File: src/rtl/demultiplexador1x2_fila_pkg.sv
// -----------------------------------------------------------------------------
// demultiplexador1x2_fila_pkg
//
// Shared definitions for the registered 1-to-2 demultiplexer and its
// per-output FIFOs.
//
//   LARGURA_PADRAO       default data word width in bits
//   PROFUNDIDADE_PADRAO  default entries per output FIFO (power of 2, >= 2)
//   CONTADOR_LARGURA     width of the optional per-output push counters
//   destino_e            decoded meaning of the M select bit
// -----------------------------------------------------------------------------
package demultiplexador1x2_fila_pkg;

    localparam int LARGURA_PADRAO      = 16;
    localparam int PROFUNDIDADE_PADRAO = 2;
    localparam int CONTADOR_LARGURA    = 16;

    // Destination chosen by M: 0 routes to output 0, 1 routes to output 1.
    typedef enum logic {
        DESTINO_SAIDA0 = 1'b0,
        DESTINO_SAIDA1 = 1'b1
    } destino_e;

endpackage : demultiplexador1x2_fila_pkg

File: src/rtl/demultiplexador1x2_fila_fila_sincrona.sv
// -----------------------------------------------------------------------------
// fila_sincrona
//
// Single-clock FIFO with a combinational head view. Occupancy is kept in a
// log2(PROFUNDIDADE)+1 bit count so full and empty never alias; the read and
// write pointers wrap naturally modulo PROFUNDIDADE.
//
// Ports:
//   clock   in   rising-edge clock
//   reset   in   asynchronous, active-high reset (clears pointers and storage)
//   push    in   write dado this edge (ignored while cheia)
//   dado    in   word to write
//   pop     in   remove the head this edge (ignored while vazia)
//   cabeca  out  current head entry (0 after reset while empty)
//   cheia   out  FIFO holds PROFUNDIDADE words
//   vazia   out  FIFO holds no words
// -----------------------------------------------------------------------------
module fila_sincrona
    import demultiplexador1x2_fila_pkg::*;
#(
    parameter int LARGURA      = LARGURA_PADRAO,
    parameter int PROFUNDIDADE = PROFUNDIDADE_PADRAO
) (
    input  logic               clock,
    input  logic               reset,
    input  logic               push,
    input  logic [LARGURA-1:0] dado,
    input  logic               pop,
    output logic [LARGURA-1:0] cabeca,
    output logic               cheia,
    output logic               vazia
);

    localparam int PTR_W = $clog2(PROFUNDIDADE);
    localparam int CNT_W = PTR_W + 1;
    localparam logic [CNT_W-1:0] OCUP_CHEIA = CNT_W'(PROFUNDIDADE);

    logic [LARGURA-1:0] mem_q [PROFUNDIDADE];
    logic [LARGURA-1:0] mem_d [PROFUNDIDADE];
    logic [PTR_W-1:0]   wr_ptr_q, wr_ptr_d;
    logic [PTR_W-1:0]   rd_ptr_q, rd_ptr_d;
    logic [CNT_W-1:0]   ocup_q, ocup_d;

    logic push_ok;
    logic pop_ok;

    assign cheia   = (ocup_q == OCUP_CHEIA);
    assign vazia   = (ocup_q == '0);
    assign push_ok = push && !cheia;
    assign pop_ok  = pop && !vazia;
    assign cabeca  = mem_q[rd_ptr_q];

    always_comb begin
        // NOTE: every signal written here gets its hold value first, so no
        // path through the block leaves it unassigned and no latch is inferred.
        mem_d    = mem_q;
        wr_ptr_d = wr_ptr_q;
        rd_ptr_d = rd_ptr_q;
        ocup_d   = ocup_q;

        if (push_ok) begin
            mem_d[wr_ptr_q] = dado;
            wr_ptr_d        = wr_ptr_q + PTR_W'(1);
        end

        if (pop_ok) begin
            rd_ptr_d = rd_ptr_q + PTR_W'(1);
        end

        // Simultaneous push and pop leaves the occupancy unchanged.
        unique case ({push_ok, pop_ok})
            2'b10:   ocup_d = ocup_q + CNT_W'(1);
            2'b01:   ocup_d = ocup_q - CNT_W'(1);
            default: ocup_d = ocup_q;
        endcase
    end

    always_ff @(posedge clock or posedge reset) begin
        if (reset) begin
            // NOTE: the storage is reset on purpose: the head must read 0
            // after reset, and at this depth the cost is a handful of flops.
            mem_q    <= '{default: '0};
            wr_ptr_q <= '0;
            rd_ptr_q <= '0;
            ocup_q   <= '0;
        end else begin
            // NOTE: non-blocking assignments for all state, so every flop
            // samples the pre-edge values computed in the always_comb above.
            mem_q    <= mem_d;
            wr_ptr_q <= wr_ptr_d;
            rd_ptr_q <= rd_ptr_d;
            ocup_q   <= ocup_d;
        end
    end

endmodule : fila_sincrona

File: src/rtl/demultiplexador1x2_fila.sv
// -----------------------------------------------------------------------------
// demultiplexador1x2_fila
//
// Registered 1-to-2 demultiplexer for LARGURA-bit words. Each accepted word
// is pushed into the FIFO selected by M; each output drains its own FIFO
// through a valid/ready handshake, so a stalled consumer never blocks the
// other one. There is no combinational path from entrada to saida0/saida1.
//
// Ports:
//   clock           in   rising-edge clock
//   reset           in   asynchronous, active-high reset
//   entrada         in   input data word
//   entrada_valida  in   entrada and M are valid this cycle
//   M               in   destination select (0 -> output 0, 1 -> output 1)
//   entrada_pronta  out  FIFO[M] can accept a word (depends on M only)
//   saida0/1        out  head word of FIFO 0/1
//   valida0/1       out  saida0/1 holds a valid word
//   pronta0/1       in   consumer 0/1 takes saida0/1 this cycle
//   contador0/1     out  words pushed to FIFO 0/1 since reset, wrapping
//                        (only when DEMUX_CONTADORES_EN is defined)
//
// Build option: define DEMUX_CONTADORES_EN to add the push counters.
// -----------------------------------------------------------------------------
module demultiplexador1x2_fila
    import demultiplexador1x2_fila_pkg::*;
#(
    parameter int LARGURA      = LARGURA_PADRAO,
    parameter int PROFUNDIDADE = PROFUNDIDADE_PADRAO
) (
    input  logic                        clock,
    input  logic                        reset,
    input  logic [LARGURA-1:0]          entrada,
    input  logic                        entrada_valida,
    input  logic                        M,
    output logic                        entrada_pronta,
    output logic [LARGURA-1:0]          saida0,
    output logic                        valida0,
    input  logic                        pronta0,
    output logic [LARGURA-1:0]          saida1,
    output logic                        valida1,
    input  logic                        pronta1
`ifdef DEMUX_CONTADORES_EN
    ,
    output logic [CONTADOR_LARGURA-1:0] contador0,
    output logic [CONTADOR_LARGURA-1:0] contador1
`endif
);

    destino_e destino;
    logic     cheia0, cheia1;
    logic     vazia0, vazia1;
    logic     push0, push1;
    logic     pop0, pop1;
    logic     aceita;

    assign destino = destino_e'(M);

    // Ready looks only at the selected FIFO's full flag. A full FIFO stays
    // not-ready even while it is being popped: no same-cycle pass-through.
    always_comb begin
        entrada_pronta = 1'b0;
        if (!reset) begin
            unique case (destino)
                DESTINO_SAIDA0: entrada_pronta = !cheia0;
                DESTINO_SAIDA1: entrada_pronta = !cheia1;
                default:        entrada_pronta = 1'b0;
            endcase
        end
    end

    assign aceita = entrada_valida && entrada_pronta;
    assign push0  = aceita && (destino == DESTINO_SAIDA0);
    assign push1  = aceita && (destino == DESTINO_SAIDA1);

    assign valida0 = !vazia0;
    assign valida1 = !vazia1;
    assign pop0    = valida0 && pronta0;
    assign pop1    = valida1 && pronta1;

    fila_sincrona #(
        .LARGURA      (LARGURA),
        .PROFUNDIDADE (PROFUNDIDADE)
    ) u_fila0 (
        .clock  (clock),
        .reset  (reset),
        .push   (push0),
        .dado   (entrada),
        .pop    (pop0),
        .cabeca (saida0),
        .cheia  (cheia0),
        .vazia  (vazia0)
    );

    fila_sincrona #(
        .LARGURA      (LARGURA),
        .PROFUNDIDADE (PROFUNDIDADE)
    ) u_fila1 (
        .clock  (clock),
        .reset  (reset),
        .push   (push1),
        .dado   (entrada),
        .pop    (pop1),
        .cabeca (saida1),
        .cheia  (cheia1),
        .vazia  (vazia1)
    );

`ifdef DEMUX_CONTADORES_EN
    logic [CONTADOR_LARGURA-1:0] contador0_q, contador0_d;
    logic [CONTADOR_LARGURA-1:0] contador1_q, contador1_d;

    // Counters wrap from all-ones back to 0 by plain modular addition.
    always_comb begin
        contador0_d = contador0_q;
        contador1_d = contador1_q;
        if (push0) begin
            contador0_d = contador0_q + CONTADOR_LARGURA'(1);
        end
        if (push1) begin
            contador1_d = contador1_q + CONTADOR_LARGURA'(1);
        end
    end

    always_ff @(posedge clock or posedge reset) begin
        if (reset) begin
            contador0_q <= '0;
            contador1_q <= '0;
        end else begin
            contador0_q <= contador0_d;
            contador1_q <= contador1_d;
        end
    end

    assign contador0 = contador0_q;
    assign contador1 = contador1_q;
`else
    // Push counters are not part of this build.
`endif

endmodule : demultiplexador1x2_fila
File: config.mk
export PLATFORM = sky130hd
export DESIGN_NAME = demultiplexador1x2_fila
export DESIGN_NICKNAME = d
export VERILOG_FILES = /design/src/rtl/demultiplexador1x2_fila_pkg.sv /design/src/rtl/demultiplexador1x2_fila_fila_sincrona.sv /design/src/rtl/demultiplexador1x2_fila.sv
export SDC_FILE = /design/constraint.sdc
export NUM_CORES = 1
export LEC_CHECK = 0
export CAP_MARGIN = 20
export CORE_ASPECT_RATIO = 0.6
export CORE_UTILIZATION = 35
export DETAILED_ROUTE_END_ITERATION = 8
export SLEW_MARGIN = 10
export SYNTH_ARGS = -nofsm -noshare
export SYNTH_HDL_FRONTEND = slang
export SYNTH_SLANG_ARGS = --single-unit
File: constraint.sdc
create_clock -name clock -period 2.61 [get_ports clock]
set_clock_uncertainty 0.05 [all_clocks]
set_input_delay 0.261 -clock clock [delete_from_list [all_inputs] [get_ports clock]]
set_output_delay 0.261 -clock clock [all_outputs]
set_load 0.005 [all_outputs]
==> out/results.md, run 1 <==
- 8816 µm² — total core area
- 0 — max_cap viols
- 0 — number of antenna repair diodes
- 0 — Routed Antenna Nets
- 77.12 µm — DIE HEIGHT
- 0.6500 — final weighted congestion of routability-driven global placement
- 401.7 ps — measured slew at the worst slew-check pin
- 50 ps — Clk pin slew, worst setup/hold paths
- register — CP Launch Type
- 9810 µm² — Die Area
- false — RSZ-0062 raised after global routing
- 2008 — via count of the first global-routing pass
- 28.96% — area grow syn2layout
- 73 — largest net degree at the start of global routing
- 472.2 ps — worst setup timing slack at the placement stage
- 0 — max-slew violation count
- 57 — number of top-level pins
- 401 — final cell count without fillers
- in -> async — class of the tightest hold or removal check
- 4245 µm² — final instance area
- primary output — endpoint kind of the worst setup timing path
- 54.73% — fraction of the yosys area taken by sequential cells
- 75 — drt initial violations
- 385 — dpl cells
- 444.2 MHz — maximum operating frequency
- 1.816 nW — standby leakage power
- 960 ps — reg2reg setup slack
- 11050 µm — global-route wire length before repair
- done — clock tree from TritonCTS
- 86.26% — final critical-path share of the clock period
- 0 ps — Setup TNS Final
- 48.16% — Final Core Density
- 5 — reg2reg path depth
- 0 — post-CTS repair timing setup buffer count
- 3 — # H-tree levels
- 3292 µm² — synthesized cell area
- 1286 nW/µm² — Pwr Density
- 56 — I/O Buffers
- 24 — count of unique library cells instantiated by Yosys
- 15.33% — global-route usage over all layers
- 72 — synthesis-stage register bit count
- clkbuf_16 — Clk Tree Root Cell
- 330 ps — source-to-sink clock delay at the later pin of the worst-skew pair
- 73.18% — Relative slew margins
- 0 — remaining design rule violation count
- 234 — syn nets
- 526.1 µV — Worst IR Drop VDD
- 0 — Resized Gates After CTS
- 0 — total of endpoints with negative setup slack in the final report
- 37.34% — starting density of the core
- 0 — # hold bufs at CTS
- 3960 µm² — placed standard-cell area
- 0 — overflow left after global routing
- 4.589 — via/cell ratio
- 0 — final hold violation count
- 358.5 ps — final worst setup slack
- 2 — CTS Buffer Depth
- 12 — highest net fanout along the worst path
- 9 — total CTS buffers
- 45.45% — ratio of cells with drive above 1 in the final layout
- 127.2 µm — Die X-Extent
- 1940 ps — worst path arrival time
- 294 — Net count, final
- 6391 µm — sum of routed wire length over all layers
- 0 — total number of yosys warnings
- reg -> out — worst setup path category
- 2300 ps — critical path required time
- u_fila1.ocup_q[1]$_DFFE_PP0P_ — Reg2Reg Launch Point
- u_fila1.ocup_q[1]$_DFFE_PP0P_ — endpoint of the worst register-to-register path
- 72 — clock sink total
- 15.94 µm — detailed-route wire length per cell
- 2251 ps — post-layout min period
- finished, final reports clean — outcome
- 4101 µm — sum of net half-perimeters after detailed placement
- 1840 — number of vias after detailed routing
- 210 — gate count after technology mapping
- 15.68 µm² — average instance area after synthesis
- 0 — initial antenna violation count
- 26 — cell row count
- 4 — TritonRoute pass-1 iters
## cell type report
type	count	area (µm²)
Fill cell	800	4571
Sequential cell	72	1802
Multi-Input combinational cell	126	1394
Timing Repair Buffer	60	603.1
Clock buffer	13	270.3
Tap cell	126	157.7
Clock inverter	3	15.01
Inverter	1	3.754
## Yosys cell counts
library cell / instances / area, µm²
nand3b_1: 1 / 7.510
buf_12: 1 / 20.02
nor2b_2: 1 / 8.760
ha_1: 2 / 25.02
nand3_2: 1 / 10.01
clkbuf_2: 1 / 5.000
nor2_1: 4 / 15.01
nand4b_4: 2 / 47.55
buf_2: 3 / 15.01
clkbuf_1: 2 / 7.510
inv_1: 1 / 3.750
and2_1: 2 / 12.51
xnor2_1: 6 / 52.55
nand2b_2: 1 / 8.760
buf_6: 4 / 45.04
dfrtp_1: 72 / 1802
nand2b_4: 1 / 13.76
xor2_1: 4 / 35.03
mux2_2: 86 / 968.4
mux2_4: 10 / 150.1
or2_2: 2 / 12.51
nand3_1: 1 / 5.000
mux2i_1: 1 / 10.01
and4_4: 1 / 11.26
## placed cells by master, fill, tap and decap left out
master           Yosys  layout
nand3_2              1       1
xor2_1               4       4
clkbuf_1             2       1
mux2_4              10      10
xnor2_1              6       6
nand4b_4             2       2
clkbuf_16            0       9
dfrtp_1             72      72
nand3b_1             1       1
ha_1                 2       2
nand2b_2             1       1
and2_1               2       2
nand3_1              1       1
nor2b_2              1       1
buf_12               1       1
nand2b_4             1       1
clkbuf_8             0       3
clkdlybuf4s50_1      0      56
nor2_1               4       4
inv_2                0       1
or2_2                2       2
clkinv_2             0       3
mux2_2              86      86
mux2i_1              1       1
buf_4                0       3
and4_4               1       1
## sequential cells by signal (all words and copies together), names as in the netlist
register          flops
u_fila0.mem_q        32
u_fila0.ocup_q        2
u_fila0.rd_ptr_q      1
u_fila0.wr_ptr_q      1
u_fila1.mem_q        32
u_fila1.ocup_q        2
u_fila1.rd_ptr_q      1
u_fila1.wr_ptr_q      1
## cells by family after synthesis
logic type | after synthesis | synth area share, %
simple gates | 17 | 4.637
fa+ha+maj | 2 | 0.7600
mux | 97 | 34.28
xor+xnor | 10 | 2.660
buf+inv | 12 | 2.926
flops | 72 | 54.73
## through the flow
stage / power, mW / hold slack [ps]
2_1_floorplan: 3.262 / 359.1
3_3_place_gp: 4.314 / 431.6
3_5_place_dp: 4.346 / 437.3
4_1_cts: 5.544 / 373.7
5_1_grt: 5.828 / 422.0
6_report: 5.457 / 365.6
## worst max-delay path by stage
stage,start,endpoint,depth (start not counted)
after global routing,u_fila1.rd_ptr_q$_DFFE_PP0P_,saida1[14],3
final,u_fila1.rd_ptr_q$_DFFE_PP0P_,saida1[14],3
after detailed placement,reset,u_fila1.mem_q[1]$_DFFE_PP0P_,4
after global placement,reset,u_fila1.mem_q[14]$_DFFE_PP0P_,4
after floorplan,reset,u_fila0.mem_q[0]$_DFFE_PP0P_,1
after CTS,u_fila1.rd_ptr_q$_DFFE_PP0P_,saida1[14],3
## layer usage
layer,track usage (%),wire (µm),up-vias
li1,-,-,866
met1,21.81,3385,928
met2,20.66,2614,40
met3,6.071,331,6
met4,5.714,60,0
met5,0,0,-
## worst max-delay path, stage by stage, from the launching register on
cell and delay (ps):
dfrtp_1 480, buf_4 280, mux2_2 390, clkdlybuf4s50_1 450
## where the power goes
group	leakage (nW)	switching (mW)	internal (mW)
clock	0.145	0.432	0.715
sequential	0.867	0.309	1.68
combinational	0.803	0.729	1.59
(Power assumes the default switching activity.)
==> run 2, diff against run 1 <==
- CTS_CLUSTER_DIAMETER: default -> 60
- DONT_BUFFER_PORTS: default -> 1
- GPL_TIMING_DRIVEN: default -> 0
==> out/results.md, run 2 (same netlist as run 1, synthesis figures left out) <==
- 72 — clock sink total, unchanged
- 1900 ps — worst path arrival time, was 1940 ps
- 693.6 ps — worst setup timing slack at the placement stage, was 472.2 ps
- 0 — max_cap viols, unchanged
- 17.48 µm — detailed-route wire length per cell, was 15.94 µm
- 0 — remaining design rule violation count, unchanged
- register — CP Launch Type, unchanged
- 77.12 µm — DIE HEIGHT, unchanged
- 398.5 µV — Worst IR Drop VDD, was 526.1 µV
- 57.46% — ratio of cells with drive above 1 in the final layout, was 45.45%
- 29.5% — clock group share of total power, was 21.0%
- 48 — largest net degree at the start of global routing, was 73
- 27.29% — Sw Share, was 26.92%
- u_fila0.ocup_q[1]$_DFFE_PP0P_ — Reg2Reg Launch Point, was u_fila1.ocup_q[1]$_DFFE_PP0P_
- in -> reg — class of the tightest hold or removal check, was in -> async
- 26 — cell row count, unchanged
- finished, final reports clean — outcome, unchanged
- 4 — TritonRoute pass-1 iters, unchanged
- 10190 µm — global-route wire length before repair, was 11050 µm
- 793 — FILL cells, was 800
- 247 — Net count, final, was 294
- 2 — CTS Buffer Depth, unchanged
- saida1[3] — worst setup path end, was saida1[14]
- 41 — drt initial violations, was 75
- 0 — final hold violation count, unchanged
- 57 — number of top-level pins, unchanged
- u_fila0.mem_q: 32 flops, u_fila1.mem_q: 32 flops — largest registers, unchanged
- entrada[9] — hold wc startpoint
- 0.6283 — final weighted congestion of routability-driven global placement, was 0.6500
- 578.0 ps — measured slew at the worst slew-check pin, was 401.7 ps
- 0 — total of endpoints with negative setup slack in the final report, unchanged
- primary output — endpoint kind of the worst setup timing path, unchanged
- 940 ps — reg2reg setup slack, was 960 ps
- u_fila0.ocup_q[1]$_DFFE_PP0P_ — endpoint of the worst register-to-register path, was u_fila1.ocup_q[1]$_DFFE_PP0P_
- done — clock tree from TritonCTS, unchanged
- 5 — reg2reg path depth, unchanged
- 3.690 mW — Internal Pwr Total, was 3.988 mW
- 84.54% — final critical-path share of the clock period, was 86.26%
- 0 — I/O Buffers, was 56
- 17.26% — area grow syn2layout, was 28.96%
- 0 — overflow left after global routing, unchanged
- false — RSZ-0062 raised after global routing, unchanged
- 3 — # H-tree levels, unchanged
- 9810 µm² — Die Area, unchanged
- 9 — total CTS buffers, unchanged
- 14.12% — global-route usage over all layers, was 15.33%
- 60 ps — Clk pin slew, worst setup/hold paths, was 50 ps
- u_fila1.rd_ptr_q$_DFFE_PP0P_ — worst setup path startpoint, unchanged
- 1.673 nW — standby leakage power, was 1.816 nW
- 320 ps — source-to-sink clock delay at the later pin of the worst-skew pair, was 330 ps
- clkbuf_16 — Clk Tree Root Cell, unchanged
- 2206 ps — post-layout min period, was 2251 ps
- 37.34% — starting density of the core, unchanged
- 6187 µm — sum of routed wire length over all layers, was 6391 µm
- reg -> out — worst setup path category, unchanged
- 38.8% — relative contribution of sequential cells to total power, was 36.4%
- 5.074 mW — total power draw, was 5.457 mW
- 1315 nW/µm² — Pwr Density, was 1286 nW/µm²
- 1.385 mW — switching pwr, was 1.469 mW
- 61.47% — Relative slew margins, was 73.18%
- 86 x mux2_2, 72 x dfrtp_1, 10 x mux2_4, 9 x clkbuf_16, 6 x xnor2_1 — commonest cells after routing, fill and taps aside, was 86 x mux2_2, 72 x dfrtp_1, 56 x clkdlybuf4s50_1, 10 x mux2_4, 9 x clkbuf_16
- 4.774 — via/cell ratio, was 4.589
- 0 — Resized Gates After CTS, unchanged
- 127.2 µm — Die X-Extent, unchanged
- 10 — highest net fanout along the worst path, was 12
- 0 — number of antenna repair diodes, unchanged
- 1690 — number of vias after detailed routing, was 1840
- 31.7% — Gate power share, was 42.5%
- 0 — initial antenna violation count, unchanged
- 453.2 MHz — maximum operating frequency, was 444.2 MHz
- 1785 — via count of the first global-routing pass, was 2008
- 2300 ps — critical path required time, about the same
- 4325 µm — sum of net half-perimeters after detailed placement, was 4101 µm
- 8816 µm² — total core area, unchanged
- mux2_2 — most common library cell in the layout ignoring fill and taps, unchanged
- 403.6 ps — final worst setup slack, was 358.5 ps
- 0 — max-slew violation count, unchanged
- 0 — Routed Antenna Nets, unchanged
## run 2: changes by cell type in the layout (fill, tap and decap cells not counted), moves of 2 or more
cell	before	now
clkbuf_8	3	1
clkinv_2	3	0
buf_4	3	0
buf_6	0	4
clkbuf_1	1	3
bufinv_16	0	4
buf_2	0	3
clkdlybuf4s50_1	56	0
## run 2: metal layers
metal,GRT usage (%),vias to the layer above,part of all wire [%]
met5,0,-,0
met2,19.45,40,43
met3,6.001,6,6.3
li1,-,778,-
met1,19.68,866,50
met4,4.643,0,0.73
## run 2: layout make-up
cell class	instances	area (µm²)	share of cell area, %
well taps	126	157.7	4.084
clock buffers	11	242.7	6.289
plain buffers	11	92.59	2.399
flip-flops and latches	72	1802	46.68
repair buffers	2	37.54	0.9724
inverters	1	6.256	0.1621
multi-input cells	126	1394	36.11
clock inverters	5	127.6	3.306
## run 2: through the flow
step	setup TNS [ps]	instances	hold WS, ps	utilization, %	area [µm²]
finish	0	354	28.72	43.78	3860
global route	0	354	10.96	43.78	3860
CTS	0	354	10.81	43.78	3860
detailed placement	0	337	87.31	39.47	3480
global placement	-29780	336	360.0	39.13	3450
floorplan	0	210	359.1	-	3292
## run 2: power groups by stage
stage / Clock, mW / Sequential [mW] / Combinational [mW]
4_1_cts: 1.53 / 1.97 / 1.65
2_1_floorplan: 0 / 1.89 / 1.37
6_report: 1.50 / 1.97 / 1.61
3_5_place_dp: 0 / 1.98 / 1.64
5_1_grt: 1.59 / 2.05 / 1.76
3_3_place_gp: 0 / 1.96 / 1.60
## run 2: worst max-delay path, cell delays in order, from the launching register on
cell      delay, ps
dfrtp_1         310
clkbuf_1        450
buf_2           410
mux2_2          400
## run 2: worst min path at each step
stage	to	slack, ps	depth (start not counted)
6_report	u_fila1.mem_q[9]$_DFFE_PP0P_	30	1
5_1_grt	u_fila1.mem_q[4]$_DFFE_PP0P_	10	1
4_1_cts	u_fila1.mem_q[9]$_DFFE_PP0P_	10	1
3_5_place_dp	u_fila1.wr_ptr_q$_DFFE_PP0N_	90	1
3_3_place_gp	u_fila1.mem_q[5]$_DFFE_PP0P_	360	1
2_1_floorplan	u_fila1.mem_q[10]$_DFFE_PP0P_	360	1
## run 2: timing repair
item                                   4_1_cts  5_1_grt
setup buffers                                0        0
hold buffers                                 1        0
endpoints found under the hold margin       25        0
==> run 3, diff against run 2 <==
- clock period: 2.61 -> 2 ns (I/O delays scaled with it)
==> out/results.md, run 3 (same netlist as run 1, synthesis figures left out) <==
- 0 — initial antenna violation count, unchanged
- 9810 µm² — Die Area, unchanged
- 54.58% — ratio of cells with drive above 1 in the final layout, was 57.46%
- 0 — number of antenna repair diodes, unchanged
- 4.798 — via/cell ratio, was 4.774
- 1801 ps — post-layout min period
- finished, final reports clean — outcome, unchanged
- 23.5% — clock group share of total power, was 29.5%
- 555.2 MHz — maximum operating frequency
- 1750 ps — critical path required time, was 2300 ps
- done — clock tree from TritonCTS, unchanged
- 86 x mux2_2, 70 x dfrtp_1, 17 x dlygate4sd3_1, 10 x mux2_4, 9 x clkbuf_16 — commonest cells after routing, fill and taps aside, was 86 x mux2_2, 72 x dfrtp_1, 10 x mux2_4, 9 x clkbuf_16, 6 x xnor2_1
- 33.5% — Gate power share, was 31.7%
- 17.26 µm — detailed-route wire length per cell, was 17.48 µm
- 338 — dpl cells, was 337
- in -> reg — class of the tightest hold or removal check, unchanged
- 2 — CTS Buffer Depth, unchanged
- 8816 µm² — total core area, unchanged
- 1832 — via count of the first global-routing pass, was 1785
- 330 ps — source-to-sink clock delay at the later pin of the worst-skew pair, was 320 ps
- 0 — overflow left after global routing, unchanged
- 1756 — number of vias after detailed routing, was 1690
- 1.692 nW — standby leakage power, was 1.673 nW
- 125 — drt initial violations, was 41
- 29.28% — Sw Share, was 27.29%
- 10 — highest net fanout along the worst path, unchanged
- primary output — endpoint kind of the worst setup timing path, unchanged
- 262 — Net count, final, was 247
- 127.2 µm — Die X-Extent, unchanged
- 77.12 µm — DIE HEIGHT, unchanged
- 0 — final hold violation count, unchanged
- 0 ps — Setup TNS Final, unchanged
- 1550 ps — worst path arrival time, was 1900 ps
- 9 — total CTS buffers, unchanged
- 1565 nW/µm² — Pwr Density, was 1315 nW/µm²
- 14.45% — global-route usage over all layers, was 14.12%
- mux2_2 — most common library cell in the layout ignoring fill and taps, unchanged
- 44.46% — Final Core Density, was 43.78%
- false — RSZ-0062 raised after global routing, unchanged
- 26 — cell row count, unchanged
- u_fila0.mem_q: 32 flops, u_fila1.mem_q: 32 flops — largest registers, unchanged
- 4 — TritonRoute pass-1 iters, unchanged
- 37 — largest net degree at the start of global routing, was 48
- 366 — final cell count without fillers, was 354
- 1.796 mW — switching pwr, was 1.385 mW
- 57 — number of top-level pins, unchanged
- 0 — remaining design rule violation count, unchanged
- 0.6560 — final weighted congestion of routability-driven global placement, was 0.6283
- 0 — Routed Antenna Nets, unchanged
- clkbuf_16 — Clk Tree Root Cell, unchanged
- 10290 µm — global-route wire length before repair, was 10190 µm
- 37.34% — starting density of the core, unchanged
- 19.08% — area grow syn2layout, was 17.26%
- 4350 µm — sum of net half-perimeters after detailed placement, was 4325 µm
- 80.27% — Relative slew margins, was 61.47%
- 199.0 ps — final worst setup slack, was 403.6 ps
- 90.05% — final critical-path share of the clock period
- 72 — clock sink total, unchanged
- 3 — # H-tree levels, unchanged
- 0 — max-slew violation count, unchanged
- 295.9 ps — measured slew at the worst slew-check pin, was 578.0 ps
- 596.8 µV — Worst IR Drop VDD, was 398.5 µV
- 0 — max_cap viols, unchanged
- 0 — total of endpoints with negative setup slack in the final report, unchanged
- register — CP Launch Type, unchanged
- 6317 µm — sum of routed wire length over all layers, was 6187 µm
- 198.7 ps — worst setup timing slack at the placement stage, was 693.6 ps
- reg -> out — worst setup path category, unchanged
- 0 — I/O Buffers, unchanged
- 50 ps — Clk pin slew, worst setup/hold paths, was 60 ps
- 4.339 mW — Internal Pwr Total, was 3.690 mW
- 43.0% — relative contribution of sequential cells to total power, was 38.8%
[run 3: cell count changes in the layout (fill, tap and decap cells not counted), sizes merged]
cell	change
clkinv	+1
bufinv	-4
clkbuf	-1
dlygate4sd3	+16
buf	+1
inv	-1
[run 3: stage by stage]
stage / total power [mW] / hold slack (ps) / area [µm²]
after detailed placement: 4.720 / -14.14 / 3493
final: 6.135 / 96.10 / 3920
after global placement: 4.647 / 298.8 / 3453
after CTS: 6.227 / 93.87 / 3918
after global routing: 6.541 / 95.98 / 3920
after floorplan: 4.257 / 298.1 / 3296
[run 3: worst paths after layout]
check	start	to	slack, ps	depth (start not counted)
worst max-delay path	u_fila1.rd_ptr_q$_DFFE_PP0P_	saida1[7]	200	2
worst min-delay path	pronta0	u_fila0.rd_ptr_q$_DFFE_PP0P_	100	2
worst max register to register	u_fila1.ocup_q[1]$_DFFE_PP0P_	u_fila1.ocup_q[1]$_DFFE_PP0P_	310	5
worst min register to register	u_fila0.mem_q[21]$_DFFE_PP0P_	u_fila0.mem_q[21]$_DFFE_PP0P_	450	1
max in group asynchronous	reset	u_fila0.rd_ptr_q$_DFFE_PP0P_	1180	3
min in group asynchronous	reset	u_fila0.wr_ptr_q$_DFFE_PP0N_	240	2
[run 3: metal layers]
| metal | global-route usage (%) | vias up | wire length [µm] |
|---|---|---|---|
| met2 | 19.34 | 41 | 2534 |
| li1 | - | 799 | - |
| met3 | 7.467 | 7 | 476 |
| met1 | 19.66 | 909 | 3228 |
| met4 | 5.000 | 0 | 77 |
| met5 | 0 | - | 0 |
[run 3: critical path, stage by stage, from the launching register on]
cell     delay (ps)
dfrtp_2         480
buf_2           330
mux2_2          400
[run 3: power by group through the flow]
stage	combinational (mW)	sequential, mW	clock, mW
floorplan	1.79	2.47	0
global placement	2.09	2.55	0
detailed placement	2.14	2.58	0
CTS	2.10	2.64	1.48
global route	2.25	2.74	1.55
finish	2.05	2.64	1.44
[run 3: timing repair]
action | in CTS | in global routing
buffers inserted | 0 | 0
setup endpoints to repair | 18 | 10
hold endpoints to repair | 136 | 0
resized for setup | 0 | 2
hold buffers | 17 | 0
[run 3: final cells by class]
class,count,area (µm²)
inverter,1,7.507
buffer,9,85.08
multi-input combinational,126,1394
clock buffer,12,256.5
fill,808,4896
tap,126,157.7
timing repair buffer,19,210.2
sequential,72,1804
clock inverter,1,5.005
